[src/rtl/uart_tx.sv]
// rtl/uart_tx.sv - UART transmit serializer driven by an external baud tick
module uart_tx #(
  parameter int DATA_BITS  = 8,
  parameter int PARITY_EN  = 0,
  parameter int PARITY_ODD = 0,
  parameter int STOP_BITS  = 1
) (
  input  logic                 clk,
  input  logic                 reset,
  input  logic                 baud_tick,
  input  logic [DATA_BITS-1:0] tx_data,
  input  logic                 tx_valid,
  output logic                 tx_ready,
  output logic                 tx,
  output logic                 tx_busy,
  output logic                 tx_done
);

  // bit_idx only needs to reach DATA_BITS-1; stop_cnt only needs to reach 1.
  localparam int              IDX_W     = $clog2(DATA_BITS);
  localparam logic [IDX_W-1:0] LAST_IDX = IDX_W'(DATA_BITS - 1);
  localparam logic            LAST_STOP = (STOP_BITS == 2);
  localparam logic            ODD       = (PARITY_ODD != 0);
  localparam logic            HAS_PAR   = (PARITY_EN != 0);

  // The state names the bit currently driven on the line.
  typedef enum logic [2:0] {
    S_IDLE,
    S_SYNC,
    S_START,
    S_DATA,
    S_PARITY,
    S_STOP
  } state_t;

  state_t               state, state_n;
  // The parity bit rides above the data word so it falls into bit 0 once the
  // data bits have been shifted out.
  logic [DATA_BITS:0]   shift_q, shift_n;
  logic [IDX_W-1:0]     bit_idx, bit_idx_n;
  logic                 stop_cnt, stop_cnt_n;
  logic                 tx_q, tx_n;
  logic                 done_q, done_n;

  // State and datapath registers; reset forces the line high at once.
  always_ff @(posedge clk or negedge reset) begin
    if (!reset) begin
      state    <= S_IDLE;
      shift_q  <= '0;
      bit_idx  <= '0;
      stop_cnt <= 1'b0;
      tx_q     <= 1'b1;
      done_q   <= 1'b0;
    end else begin
      state    <= state_n;
      shift_q  <= shift_n;
      bit_idx  <= bit_idx_n;
      stop_cnt <= stop_cnt_n;
      tx_q     <= tx_n;
      done_q   <= done_n;
    end
  end

  // Next-state and next-line logic; nothing moves without a tick except the
  // handshake in IDLE.
  always_comb begin
    state_n    = state;
    shift_n    = shift_q;
    bit_idx_n  = bit_idx;
    stop_cnt_n = stop_cnt;
    tx_n       = tx_q;
    done_n     = 1'b0;

    case (state)
      S_IDLE: begin
        tx_n = 1'b1;
        if (tx_valid) begin
          shift_n = {(^tx_data) ^ ODD, tx_data};
          state_n = S_SYNC;
        end
      end

      // A tick in the transfer cycle was seen while still in IDLE, so the
      // start bit always waits for a later tick.
      S_SYNC: begin
        if (baud_tick) begin
          tx_n    = 1'b0;
          state_n = S_START;
        end
      end

      S_START: begin
        if (baud_tick) begin
          tx_n      = shift_q[0];
          shift_n   = shift_q >> 1;
          bit_idx_n = '0;
          state_n   = S_DATA;
        end
      end

      S_DATA: begin
        if (baud_tick) begin
          if (bit_idx == LAST_IDX) begin
            if (HAS_PAR) begin
              tx_n    = shift_q[0];
              state_n = S_PARITY;
            end else begin
              tx_n       = 1'b1;
              stop_cnt_n = 1'b0;
              state_n    = S_STOP;
            end
          end else begin
            tx_n      = shift_q[0];
            shift_n   = shift_q >> 1;
            bit_idx_n = bit_idx + IDX_W'(1);
          end
        end
      end

      S_PARITY: begin
        if (baud_tick) begin
          tx_n       = 1'b1;
          stop_cnt_n = 1'b0;
          state_n    = S_STOP;
        end
      end

      S_STOP: begin
        if (baud_tick) begin
          if (stop_cnt == LAST_STOP) begin
            state_n = S_IDLE;
            done_n  = 1'b1;
          end else begin
            stop_cnt_n = 1'b1;
          end
        end
      end

      default: begin
        state_n = S_IDLE;
        tx_n    = 1'b1;
      end
    endcase
  end

  assign tx_ready = (state == S_IDLE);
  assign tx_busy  = (state != S_IDLE);
  assign tx       = tx_q;
  assign tx_done  = done_q;

endmodule

[config.mk]
export PLATFORM = sky130hd
export DESIGN_NAME = uart_tx
export DESIGN_NICKNAME = d
export VERILOG_FILES = /design/src/rtl/uart_tx.sv
export SDC_FILE = /design/constraint.sdc
export NUM_CORES = 1
export LEC_CHECK = 0
export CAP_MARGIN = 30
export CORE_MARGIN = 1
export CORE_UTILIZATION = 35
export CTS_CLUSTER_DIAMETER = 80
export DETAILED_ROUTE_END_ITERATION = 7
export SYNTH_ARGS = -nofsm -noshare
export SYNTH_HDL_FRONTEND = slang
export SYNTH_SLANG_ARGS = --single-unit
export TNS_END_PERCENT = 50
[constraint.sdc]
create_clock -name clk -period 5.1 [get_ports clk]
set_clock_uncertainty 0.1 [all_clocks]
set_input_delay 1.02 -clock clk [delete_from_list [all_inputs] [get_ports clk]]
set_output_delay 1.02 -clock clk [all_outputs]
set_load 0.005 [all_outputs]
==> results.ini, run 1 <==
[outcome]
status=finished clean

[sta]
tightest_slew_ns=0.7667
fmax_mhz=345.3
finalSetupViolations=0
max_slew_margin=0.4873
whs_ns=0.3973
finalCritPeriodShare=0.5678
min_period_ns=2.896
finalHoldViolCount=0
rsz0062_at_grt=false
drv_slew=0
finalSetupTns_ns=0

[floorplanning]
coreArea_mm2=0.002567
die_w_um=55.21
rows=18
die_h_um=55.21
die_area_mm2=0.003048
initial_utilization=0.3860
ios=16

[worst_setup_path]
cpMaxStageDelayCell=clkdlybuf4s50_1
critPathTopFamily=buffers and inverters
critPathLaunchType=flop
worstPathArrival_ns=1.78
critPathKind=reg -> out
cpPeakStageDelay_ns=0.58
path_buf_inv=1
r2r_start=bit_idx[0]$_DFFE_PN0P_
worstSetupEndpointType=output pin
r2r_slack_ns=3.17
r2r_end=shift_q[2]$_DFFE_PN0P_
worstPathCellList=nor3_1 -> clkdlybuf4s50_1
reg2regPathDepth=6
critPathRequiredTime_ns=3.98
path_max_fanout=11

[power]
pwr-share-comb=0.428
ir_worst_vdd_v=0.0002015
p_leak_nw=0.5231
p_switching_mw=0.1693
power_frac_clock=0.137
intPower_mw=0.3504
p_per_area_mw_per_mm2=441.9
seqPwrFrac=0.435
swShare=0.3257

[grt]
grt_util_met2=0.2065
use_met3=0.05152
antenna_found_initial=0
first_global_vias=700
grtUsageMet1=0.1567
grt_pass1_wl_um=3084
grt_max_degree=18
grt-busiest-layer=met2
grt_overflow_total=0
grt_usage=0.1286

[routing]
post_drt_wl_per_cell_um=13.04
drc=0
drt.antenna.violating_nets=0
via_per_inst=5.090
vias=677
dr.pass1.iters=3
first_iter_violations=14
wl_um=1734

[clocking]
numCtsBuffers=3
clkTransAtPathRegs_ns=0.10
cts_resized=0
cts_root_buf=clkbuf_4
cts_sinks=17
postCtsSetupBuffers=0
htreeDepth=1
clock_path_buffers=2
cts.hold.buffers_added=0
cts_tree=yes
clk_latency_ns=0.29

[cells_and_area]
antenna_cells=0
nets=119
drive_gt1_frac=0.2233
syn_to_final_growth_pct=18.69

[hold_path]
holdCritPathClass=reg -> reg
holdPathStages=1
min_from=bit_idx[0]$_DFFE_PN0P_
min_to=bit_idx[0]$_DFFE_PN0P_

[flow_run]
maxCapViolCount=0

[logic_synthesis]
syn-cell-area_um2=991.0
avgSynthCellArea_um2=11.13
synth_seq_area_share=0.4306
yosys_warnings=0
synth_fp_nets=104
synth_cells=89
ys_types=26
ys_ff_latch=17

[placed_design]
gp_congestion=0.7610
hpwlAfterDp_um=1306
portBuffers=15

==> area by class of cell <==
type / count / area [µm²]
sequential: 17 / 426.7
multi-input combinational: 64 / 523.0
clock buffer: 3 / 22.52
fill: 258 / 1391
tap: 30 / 37.54
timing repair buffer: 15 / 150.1
clock inverter: 1 / 5.005
inverter: 3 / 11.26
==> synth_stat cells (all sizes together) <==
master | instances | area (µm²)
a32oi | 1 | 16.27
nand3 | 3 | 15.01
dfrtp | 16 | 400.4
nand2 | 8 | 30.03
nor3b | 1 | 7.510
ha | 3 | 37.54
mux2 | 16 | 210.2
o221ai | 1 | 8.760
o311ai | 1 | 8.760
dfstp | 1 | 26.28
nor2 | 4 | 22.52
a21oi | 3 | 15.01
a22oi | 1 | 7.510
and2 | 1 | 6.260
nand3b | 1 | 7.510
clkbuf | 1 | 3.750
inv | 3 | 11.26
o21ai | 9 | 45.04
buf | 4 | 26.27
xnor2 | 7 | 61.31
o21a | 1 | 7.510
nand2b | 1 | 6.260
nor3 | 2 | 10.01
==> through the flow <==
stage	instances	total power [mW]	util	setup WS [ns]	instance area, µm²
final	133	0.5197	0.4581	2.204	1176
after global routing	133	0.5617	0.4581	2.075	1176
after CTS	133	0.5290	0.4581	2.185	1176
after detailed placement	129	0.4539	0.4474	2.351	1149
after global placement	129	0.4454	0.4474	2.372	1149
after floorplan	89	0.4044	-	2.980	991.0
==> metal layers <==
metal	vias up	wire length (µm)
met5	-	0
met4	0	21
met3	2	44
met2	8	797
met1	329	871
li1	338	-
==> power groups by stage <==
| stage | clock network (mW) | logic (mW) | registers (mW) |
|---|---|---|---|
| after CTS | 0.0769 | 0.226 | 0.226 |
| after floorplan | 0 | 0.196 | 0.208 |
| after global placement | 0 | 0.220 | 0.226 |
| after global routing | 0.0828 | 0.247 | 0.232 |
| final | 0.0713 | 0.222 | 0.226 |
| after detailed placement | 0 | 0.226 | 0.228 |
==> worst max-delay path by stage <==
stage | depth (start not counted) | to | start | slack (ns)
finish | 2 | tx_ready | state[2]$_DFFE_PN0P_ | 2.20
floorplan | 4 | shift_q[0]$_DFFE_PN0P_ | baud_tick | 2.98
CTS | 2 | tx_ready | state[2]$_DFFE_PN0P_ | 2.19
global route | 2 | tx_ready | state[2]$_DFFE_PN0P_ | 2.08
global placement | 4 | shift_q[2]$_DFFE_PN0P_ | baud_tick | 2.37
detailed placement | 4 | shift_q[1]$_DFFE_PN0P_ | baud_tick | 2.35
==> kinds of logic (layout without fill, tap and decap cells) <==
| logic type | Yosys count | in the layout | share of synthesized area |
|---|---|---|---|
| and+or+nand+nor | 21 | 21 | 0.1061 |
| buffers and inverters | 8 | 22 | 0.04166 |
| AOI/OAI and AO/OA | 17 | 17 | 0.1099 |
| DFF | 17 | 17 | 0.4306 |
| adders and majority gates | 3 | 3 | 0.03788 |
| muxes | 16 | 16 | 0.2121 |
| xor gates and xnor gates | 7 | 7 | 0.06187 |
==> placed cells by master (no fill, tap or decap) <==
cell type | Yosys | layout
nand2b_1 | 1 | 1
nor3b_1 | 1 | 1
o21a_1 | 1 | 1
dfrtp_1 | 16 | 16
a32oi_2 | 1 | 1
mux2_4 | 8 | 8
o21ai_0 | 9 | 9
nand2_1 | 8 | 8
inv_1 | 3 | 3
mux2_2 | 8 | 8
clkbuf_4 | 0 | 3
and2_1 | 1 | 1
xnor2_1 | 7 | 7
ha_1 | 3 | 3
nor3_1 | 2 | 2
clkdlybuf4s50_1 | 0 | 15
o311ai_0 | 1 | 1
nor2_4 | 1 | 1
o221ai_1 | 1 | 1
dfstp_2 | 1 | 1
clkinv_2 | 0 | 1
a22oi_1 | 1 | 1
nor2_1 | 3 | 3
nand3b_1 | 1 | 1
nand3_1 | 3 | 3
a21oi_1 | 3 | 3
==> state kept, by name, indices dropped and copies added (netlist names) <==
register,count
state,3
bit_idx,3
tx,1
tx_done,1
shift_q,9
No activity file was read; power rests on OpenSTA's default activity.
==> run 2, diff against run 1 <==
Clock period 5.1 ns to 2.8 ns, I/O delays scaled along.
==> run 2 against run 1 <==
Compared with the run above:
- setup slack lost 1.8 ns
- clock power grew 94%
- worst hold slack gained 0.0091 ns
- clock-buffer cell count unchanged
- critical path depth stayed put
- sequential share of layout area shrank 0.23 points
- via count increased by 1.3%
- critical path type unchanged
==> results.ini, run 2 (synthesized netlist as in run 1, its figures left out) <==
[outcome]
status=finished clean

[clocking]
cts_tree=yes
clkTransAtPathRegs_ns=0.10
cts_sinks=17
htreeDepth=1
clk_latency_ns=0.30
postCtsSetupBuffers=0
cts_resized=0
cts_root_buf=clkbuf_4
numCtsBuffers=3
clock_path_buffers=2
cts.hold.buffers_added=0

[sta]
finalWorstSetupSlack_ns=0.3861
min_period_ns=2.414
max_slew_margin=0.4838
finalSetupViolations=0
fmax_mhz=414.3
rsz0062_at_grt=false
whs_ns=0.4064
drv_slew=0
tightest_slew_ns=0.7719
finalSetupTns_ns=0
finalHoldViolCount=0
finalCritPeriodShare=0.8621

[grt]
grt_max_degree=18
grt_pass1_wl_um=2932
first_global_vias=666
grt_overflow_total=0
antenna_found_initial=0
grt_usage=0.1221

[placed_design]
place_area_mm2=0.001156
pre_cts_ws_ns=0.7186
hpwlAfterDp_um=1265
gp_congestion=0.7669
portBuffers=15

[floorplanning]
die_h_um=55.21
die_area_mm2=0.003048
rows=18
coreArea_mm2=0.002567
ios=16
initial_utilization=0.3860
die_w_um=55.21

[routing]
drt.antenna.violating_nets=0
dr.pass1.iters=4
vias=686
drc=0
wl_um=1728
first_iter_violations=10
post_drt_wl_per_cell_um=12.90
via_per_inst=5.119

[cells_and_area]
largest_reg_flops=9
nets=120
num-fill-cells=257
syn_to_final_growth_pct=19.44
top_regs=shift_q (9), bit_idx (3), state (3)
layout_commonest_cell=dfrtp_1
drive_gt1_frac=0.2308
largest_register=shift_q
final_cell_mix=dfrtp_1, clkdlybuf4s50_1, o21ai_0
final_cell_area_mm2=0.001184
antenna_cells=0

[power]
p_leak_nw=0.5279
power_mw=0.9545
p_per_area_mw_per_mm2=806.4
ir_worst_vdd_v=0.0003588

[worst_setup_path]
critPathKind=reg -> out
worstSetupEndpointType=output pin
critPathLaunchType=flop
path_max_fanout=11
critPathRequiredTime_ns=2.14
worstPathArrival_ns=1.75

[hold_path]
holdCritPathClass=reg -> reg

[flow_run]
maxCapViolCount=0

## run 2: cell count changes in the layout (fill, tap and decap cells not counted), sizes merged
| cell | previous run | this run |
|---|---|---|
| buf | 0 | 1 |
## run 2: power by group
| part | leakage (nW) | switching, mW | internal, mW |
|---|---|---|---|
| clock | 0.0177 | 0.0843 | 0.0532 |
| combinational | 0.295 | 0.156 | 0.250 |
| sequential | 0.215 | 0.0751 | 0.336 |
## run 2: final timing paths
check	from	end	slack [ns]	cells after the start
worst min register to register	bit_idx[0]$_DFFE_PN0P_	bit_idx[0]$_DFFE_PN0P_	0.41	1
worst max-delay path	state[2]$_DFFE_PN0P_	tx_ready	0.39	2
worst max register to register	bit_idx[0]$_DFFE_PN0P_	shift_q[2]$_DFFE_PN0P_	0.87	6
worst min-delay path	bit_idx[0]$_DFFE_PN0P_	bit_idx[0]$_DFFE_PN0P_	0.41	1
min in group asynchronous	reset	shift_q[0]$_DFFE_PN0P_	0.61	1
max in group asynchronous	reset	state[2]$_DFFE_PN0P_	1.52	1
## run 2: per-layer routing
layer	global-route usage	wire, µm
met5	0	0
met3	0.04450	54
met1	0.1708	848
met4	0.03214	10
met2	0.1773	814
## run 2: area by class of cell
class                           instances  area [µm²]  area share
Timing Repair Buffer                   16       157.7      0.1332
Clock inverter                          1       5.005    0.004228
Sequential cell                        17       426.7      0.3605
Clock buffer                            3       22.52     0.01903
Multi-Input combinational cell         64       523.0      0.4419
Inverter                                3       11.26    0.009514
Tap cell                               30       37.54     0.03171
## run 2: critical path, stage by stage (launching register included)
cell	delay, ns
dfrtp_1	0.52
nor3_1	0.37
clkdlybuf4s50_1	0.58
## run 2: stage by stage
stage / utilization / instances
floorplan: - / 89
global placement: 0.4503 / 130
detailed placement: 0.4503 / 130
CTS: 0.4610 / 134
global route: 0.4610 / 134
finish: 0.4610 / 134
==> run 3, diff against run 2 <==
Settings changed: CORE_UTILIZATION 35 to 51, PLACE_DENSITY set to 0.77, SKIP_LAST_GASP set to 1.
==> run 3 against run 2 <==
Compared with the run above:
- via count increased by 1.5%
- clock-buffer cell count increased by 1
- utilization increased by 19 points
- register-to-register slack about the same
- setup slack improved by 0.034 ns
- non-clock buffer count decreased by 1
- global-route usage increased by 7.4 points
- highest routed layer unchanged
==> results.ini, run 3 (synthesized netlist as in run 1, its figures left out) <==
[clocking]
postCtsSetupBuffers=0
htreeDepth=1
cts.hold.buffers_added=0
cts_tree=yes
clkTransAtPathRegs_ns=0.09
cts_resized=0
cts_root_buf=clkbuf_4
cts_sinks=17
clock_path_buffers=2
clk_latency_ns=0.29
numCtsBuffers=3

[sta]
finalSetupTns_ns=0
fmax_mhz=420.3
finalSetupViolations=0
drv_slew=0
finalCritPeriodShare=0.8498
max_slew_margin=0.5064
min_period_ns=2.379
finalHoldViolCount=0
rsz0062_at_grt=false
tightest_slew_ns=0.7381

[cells_and_area]
nets=119
drive_gt1_frac=0.2136
num-fill-cells=150
top_regs=shift_q (9), bit_idx (3), state (3)
syn_to_final_growth_pct=17.93
largest_reg_flops=9
largest_register=shift_q
final_cell_area_mm2=0.001169
layout_commonest_cell=dfrtp_1
final_cell_mix=dfrtp_1, clkdlybuf4s50_1, o21ai_0
final_core_util=0.6554
antenna_cells=0

[grt]
antenna_found_initial=0
grt_overflow_total=0
grt_usage=0.1959
grt_pass1_wl_um=2794
first_global_vias=636
grt_max_degree=18

[worst_setup_path]
worstSetupEndpointType=output pin
critPathKind=reg -> out
critPathLaunchType=flop
critPathRequiredTime_ns=2.14
worstPathArrival_ns=1.72
path_max_fanout=11

[floorplanning]
coreArea_mm2=0.001783
die_h_um=46.08
initial_utilization=0.5558
die_w_um=46.08
rows=15
ios=16
die_area_mm2=0.002123

[routing]
via_per_inst=5.438
post_drt_wl_per_cell_um=12.89
first_iter_violations=11
dr.pass1.iters=4
vias=696
drt.antenna.violating_nets=0
drc=0
wl_um=1650

[placed_design]
portBuffers=15
hpwlAfterDp_um=1206
place_area_mm2=0.001142
gp_congestion=0.7418

[power]
power_mw=0.9478
p_leak_nw=0.5203
ir_worst_vdd_v=0.0005014
p_per_area_mw_per_mm2=811.1

[hold_path]
holdCritPathClass=reg -> reg

[outcome]
status=finished clean

[flow_run]
maxCapViolCount=0

[run 3: critical path, stage by stage, from the launching register on]
cell and delay, ns:
dfrtp_1 0.51, nor3_1 0.36, clkdlybuf4s50_1 0.57
[run 3: per-stage QoR]
| stage | hold WS, ns | setup WS, ns | cells |
|---|---|---|---|
| after CTS | 0.4161 | 0.4115 | 128 |
| final | 0.4104 | 0.4206 | 128 |
| after global routing | 0.4322 | 0.3433 | 128 |
| after global placement | 0.3871 | 0.5414 | 124 |
| after floorplan | 0.1644 | 1.040 | 89 |
| after detailed placement | 0.4013 | 0.5279 | 124 |
[run 3: cell type report]
cell class                      count  area [µm²]  share of cell area
Multi-Input combinational cell     64       523.0              0.4475
Sequential cell                    17       426.7              0.3651
Timing Repair Buffer               15       150.1              0.1285
Tap cell                           25       31.28             0.02677
Clock buffer                        4       26.28             0.02248
Inverter                            3       11.26            0.009636
[run 3: power breakdown]
| group | switching (mW) | total [mW] | internal [mW] |
|---|---|---|---|
| Clock | 0.0733 | 0.129 | 0.0555 |
| Sequential | 0.0749 | 0.411 | 0.336 |
| Combinational | 0.158 | 0.408 | 0.250 |
| Total | 0.306 | 0.948 | 0.642 |
[run 3: worst paths after layout]
kind	start	end	slack, ns	cells after the start
setup / recovery	state[2]$_DFFE_PN0P_	tx_ready	0.42	2
hold / removal	bit_idx[0]$_DFFE_PN0P_	bit_idx[0]$_DFFE_PN0P_	0.41	1
setup reg to reg	bit_idx[0]$_DFFE_PN0P_	shift_q[3]$_DFFE_PN0P_	0.88	6
hold reg to reg	bit_idx[0]$_DFFE_PN0P_	bit_idx[0]$_DFFE_PN0P_	0.41	1
max in group asynchronous	reset	shift_q[3]$_DFFE_PN0P_	1.54	1
min in group asynchronous	reset	state[0]$_DFFE_PN0P_	0.59	1
[run 3: routing by layer]
metal | vias to the layer above | GRT usage | part of all wire
met3 | 4 | 0.07059 | 0.051
met5 | - | 0 | 0
met4 | 0 | 0.1059 | 0.023
met1 | 328 | 0.2425 | 0.44
met2 | 24 | 0.2958 | 0.48
li1 | 340 | - | -
==> RTL change: new RTL, settings of run 3 <==
Change the parameter `DATA_BITS` from 8 to 4.
--- a/src/rtl/uart_tx.sv
+++ b/src/rtl/uart_tx.sv
@@ -2,3 +2,3 @@
 module uart_tx #(
-  parameter int DATA_BITS  = 8,
+  parameter int DATA_BITS  = 4,
   parameter int PARITY_EN  = 0,
Ports: changed (resized tx_data); port bits go from 16 to 12. The function was not compared with the original's and may differ.
==> RTL change against run 3 <==
Die area decreased by 25%; area after synthesis decreased by 26%; cell area decreased by 28%; setup slack improved by 0.12 ns; power decreased by 22%; routed wire length decreased by 26%; combinational power decreased by 22%; non-clock buffer count decreased by 4; sequential cell count decreased by 5; largest power group unchanged; cell count decreased by 29%.
==> RTL change: results (changes against run 3) <==
| Metric | Value |
|---|---|
| End of the critical path | `tx_ready` |
| Number of DRC markers in iteration 0 | `8 (-3)` |
| R2R Path Start | `bit_idx[0]` |
| Async S/R FF share, synth | `100% (unchanged)` |
| CP Data Arrival Time | `1.60 ns (-0.12 ns)` |
| Vias | `514 (-26%)` |
| Max-cap viol count | `0 (unchanged)` |
| Ant diodes | `0 (unchanged)` |
| Worst-path clk slew | `0.06 ns (-0.03 ns)` |
| Cts bufs inserted | `3 (unchanged)` |
| FF-to-FF path depth | `5 (-1)` |
| Vias per cell | `5.65 (+3.9%)` |
| Vias in the first global route | `440 (-31%)` |
| Crit-path max cell delay | `0.54 ns (-0.03 ns)` |
| Maximum clock rate | `0.442 GHz (+5.2%)` |
| Gp weighted congestion | `0.794 (+7.0%)` |
| Post-synth top cells | `dfrtp_1 (11), mux2_4 (6), nand2_1 (6)` |
| Placed cells | `87 (-30%)` |
| H-Tree Depth | `1 (unchanged)` |
| Antenna violations before repair | `0 (unchanged)` |
| Root Buffer | `clkbuf_4` |
| Hold Path Class | `reg -> reg` |
| Leakage | `0.371 nW (-29%)` |
| Cells after Synth | `66 (-26%)` |
| Dpl cell area | `818 sq um (-28%)` |
| Critical path startpoint | `state[1]` |
| Internal power | `0.496 mW (-23%)` |
| Slowest stage cell, crit path | `clkdlybuf4s50_1` |
| First-pass GRT wire length | `1.86 mm (-34%)` |
| Register area share after synthesis | `41.2% (-1.9 points)` |
| Net Count, Synth | `76 (-27%)` |
| Dpl ws | `0.584 ns (+0.0559 ns)` |
| Global Route Usage Sum | `18.0% (-1.6 points)` |
| Pin count of the biggest net entering global routing | `13 (-5)` |
| Main area contributors after synthesis | `dfrtp_1 (38%), mux2_4 (12%), buf_6 (4.6%)` |
| Synth unique cells | `28 (+7.7%)` |
| Layout cell share with drive strength beyond 1 | `19.7% (-1.6 points)` |
| VDD IR-drop max | `0.000532 V (+6.1%)` |
| Biggest regs | `shift_q (5), state (3), bit_idx (2)` |
| Fillers | `104 (-31%)` |
| Hold slack | `0.421 ns (+0.0106 ns)` |
| Main synth FF type | `dfrtp_1` |
| Status | `finished, final reports clean` |
| Post-synth EDFFs | `0 (unchanged)` |
| Fin Setup TNS | `0 ns (unchanged)` |
| CTS resizes | `0 (unchanged)` |
| Clock group power | `0.102 mW (-21%)` |
| Clock latency on the worst-skew pair | `0.26 ns (-0.03 ns)` |
| DR WL/cell | `13.5 um (+4.3%)` |
| Total power | `0.742 mW (-22%)` |
| IO Port Bufs | `11 (-4)` |
| Detailed Place HPWL | `898 um (-26%)` |
| Reg2Reg Setup Slack | `1.15 ns (+0.27 ns)` |
| Drt pass-1 iters | `4 (unchanged)` |
| Comb. pwr | `0.320 mW (-22%)` |
| Relative slew slack | `66.0% (+15 points)` |
[RTL change: cell count changes after synthesis, sizes merged]
cell | run 3 | this run
a22o | 0 | 3
and2 | 1 | 0
dfrtp | 16 | 11
xor2 | 0 | 1
mux2 | 16 | 8
nand2 | 8 | 6
xnor2 | 7 | 2
mux2i | 0 | 1
ha | 3 | 2
nand3 | 3 | 1
inv | 3 | 4
o21ai | 9 | 4
[RTL change: worst min path at each step]
stage	start	endpoint	depth (start not counted)
floorplan	reset	bit_idx[0]	0
global placement	shift_q[3]	shift_q[3]	1
detailed placement	shift_q[2]	shift_q[2]	1
CTS	shift_q[2]	shift_q[2]	1
global route	shift_q[2]	shift_q[2]	1
finish	shift_q[4]	shift_q[4]	2
[RTL change: kinds of logic (layout without fill, tap and decap cells)]
group | after synthesis | count (layout) | synth area share [%]
compound gates | 15 | 15 | 15.0
buf+inv | 9 | 19 | 7.86
mux | 9 | 9 | 16.8
fa+ha+maj | 2 | 2 | 3.42
simple gates | 16 | 16 | 12.1
flops | 12 | 12 | 41.2
xor+xnor | 3 | 3 | 3.59
[RTL change: layout make-up]
type | count | area, sq um | area share [%]
Multi-Input combinational cell | 45 | 373 | 44.1
Sequential cell | 12 | 302 | 35.7
Timing Repair Buffer | 11 | 110 | 13.0
Clock buffer | 4 | 26.3 | 3.11
Tap cell | 15 | 18.8 | 2.22
Inverter | 4 | 15.0 | 1.78
[RTL change: per-layer routing]
metal	vias up	GRT usage, %	part of all wire (%)
li1	253	-	-
met1	246	22.5	49
met2	13	28.2	45
met3	2	8.52	5.4
met4	0	2.59	0.82
met5	-	0	0
[RTL change: critical path, delay by kind of cell, from the launching register on]
kind / cells / cell delay (ns)
AND/OR/NAND/NOR: 1 / 0.28
buffers and inverters: 1 / 0.54
flip-flops: 1 / 0.52
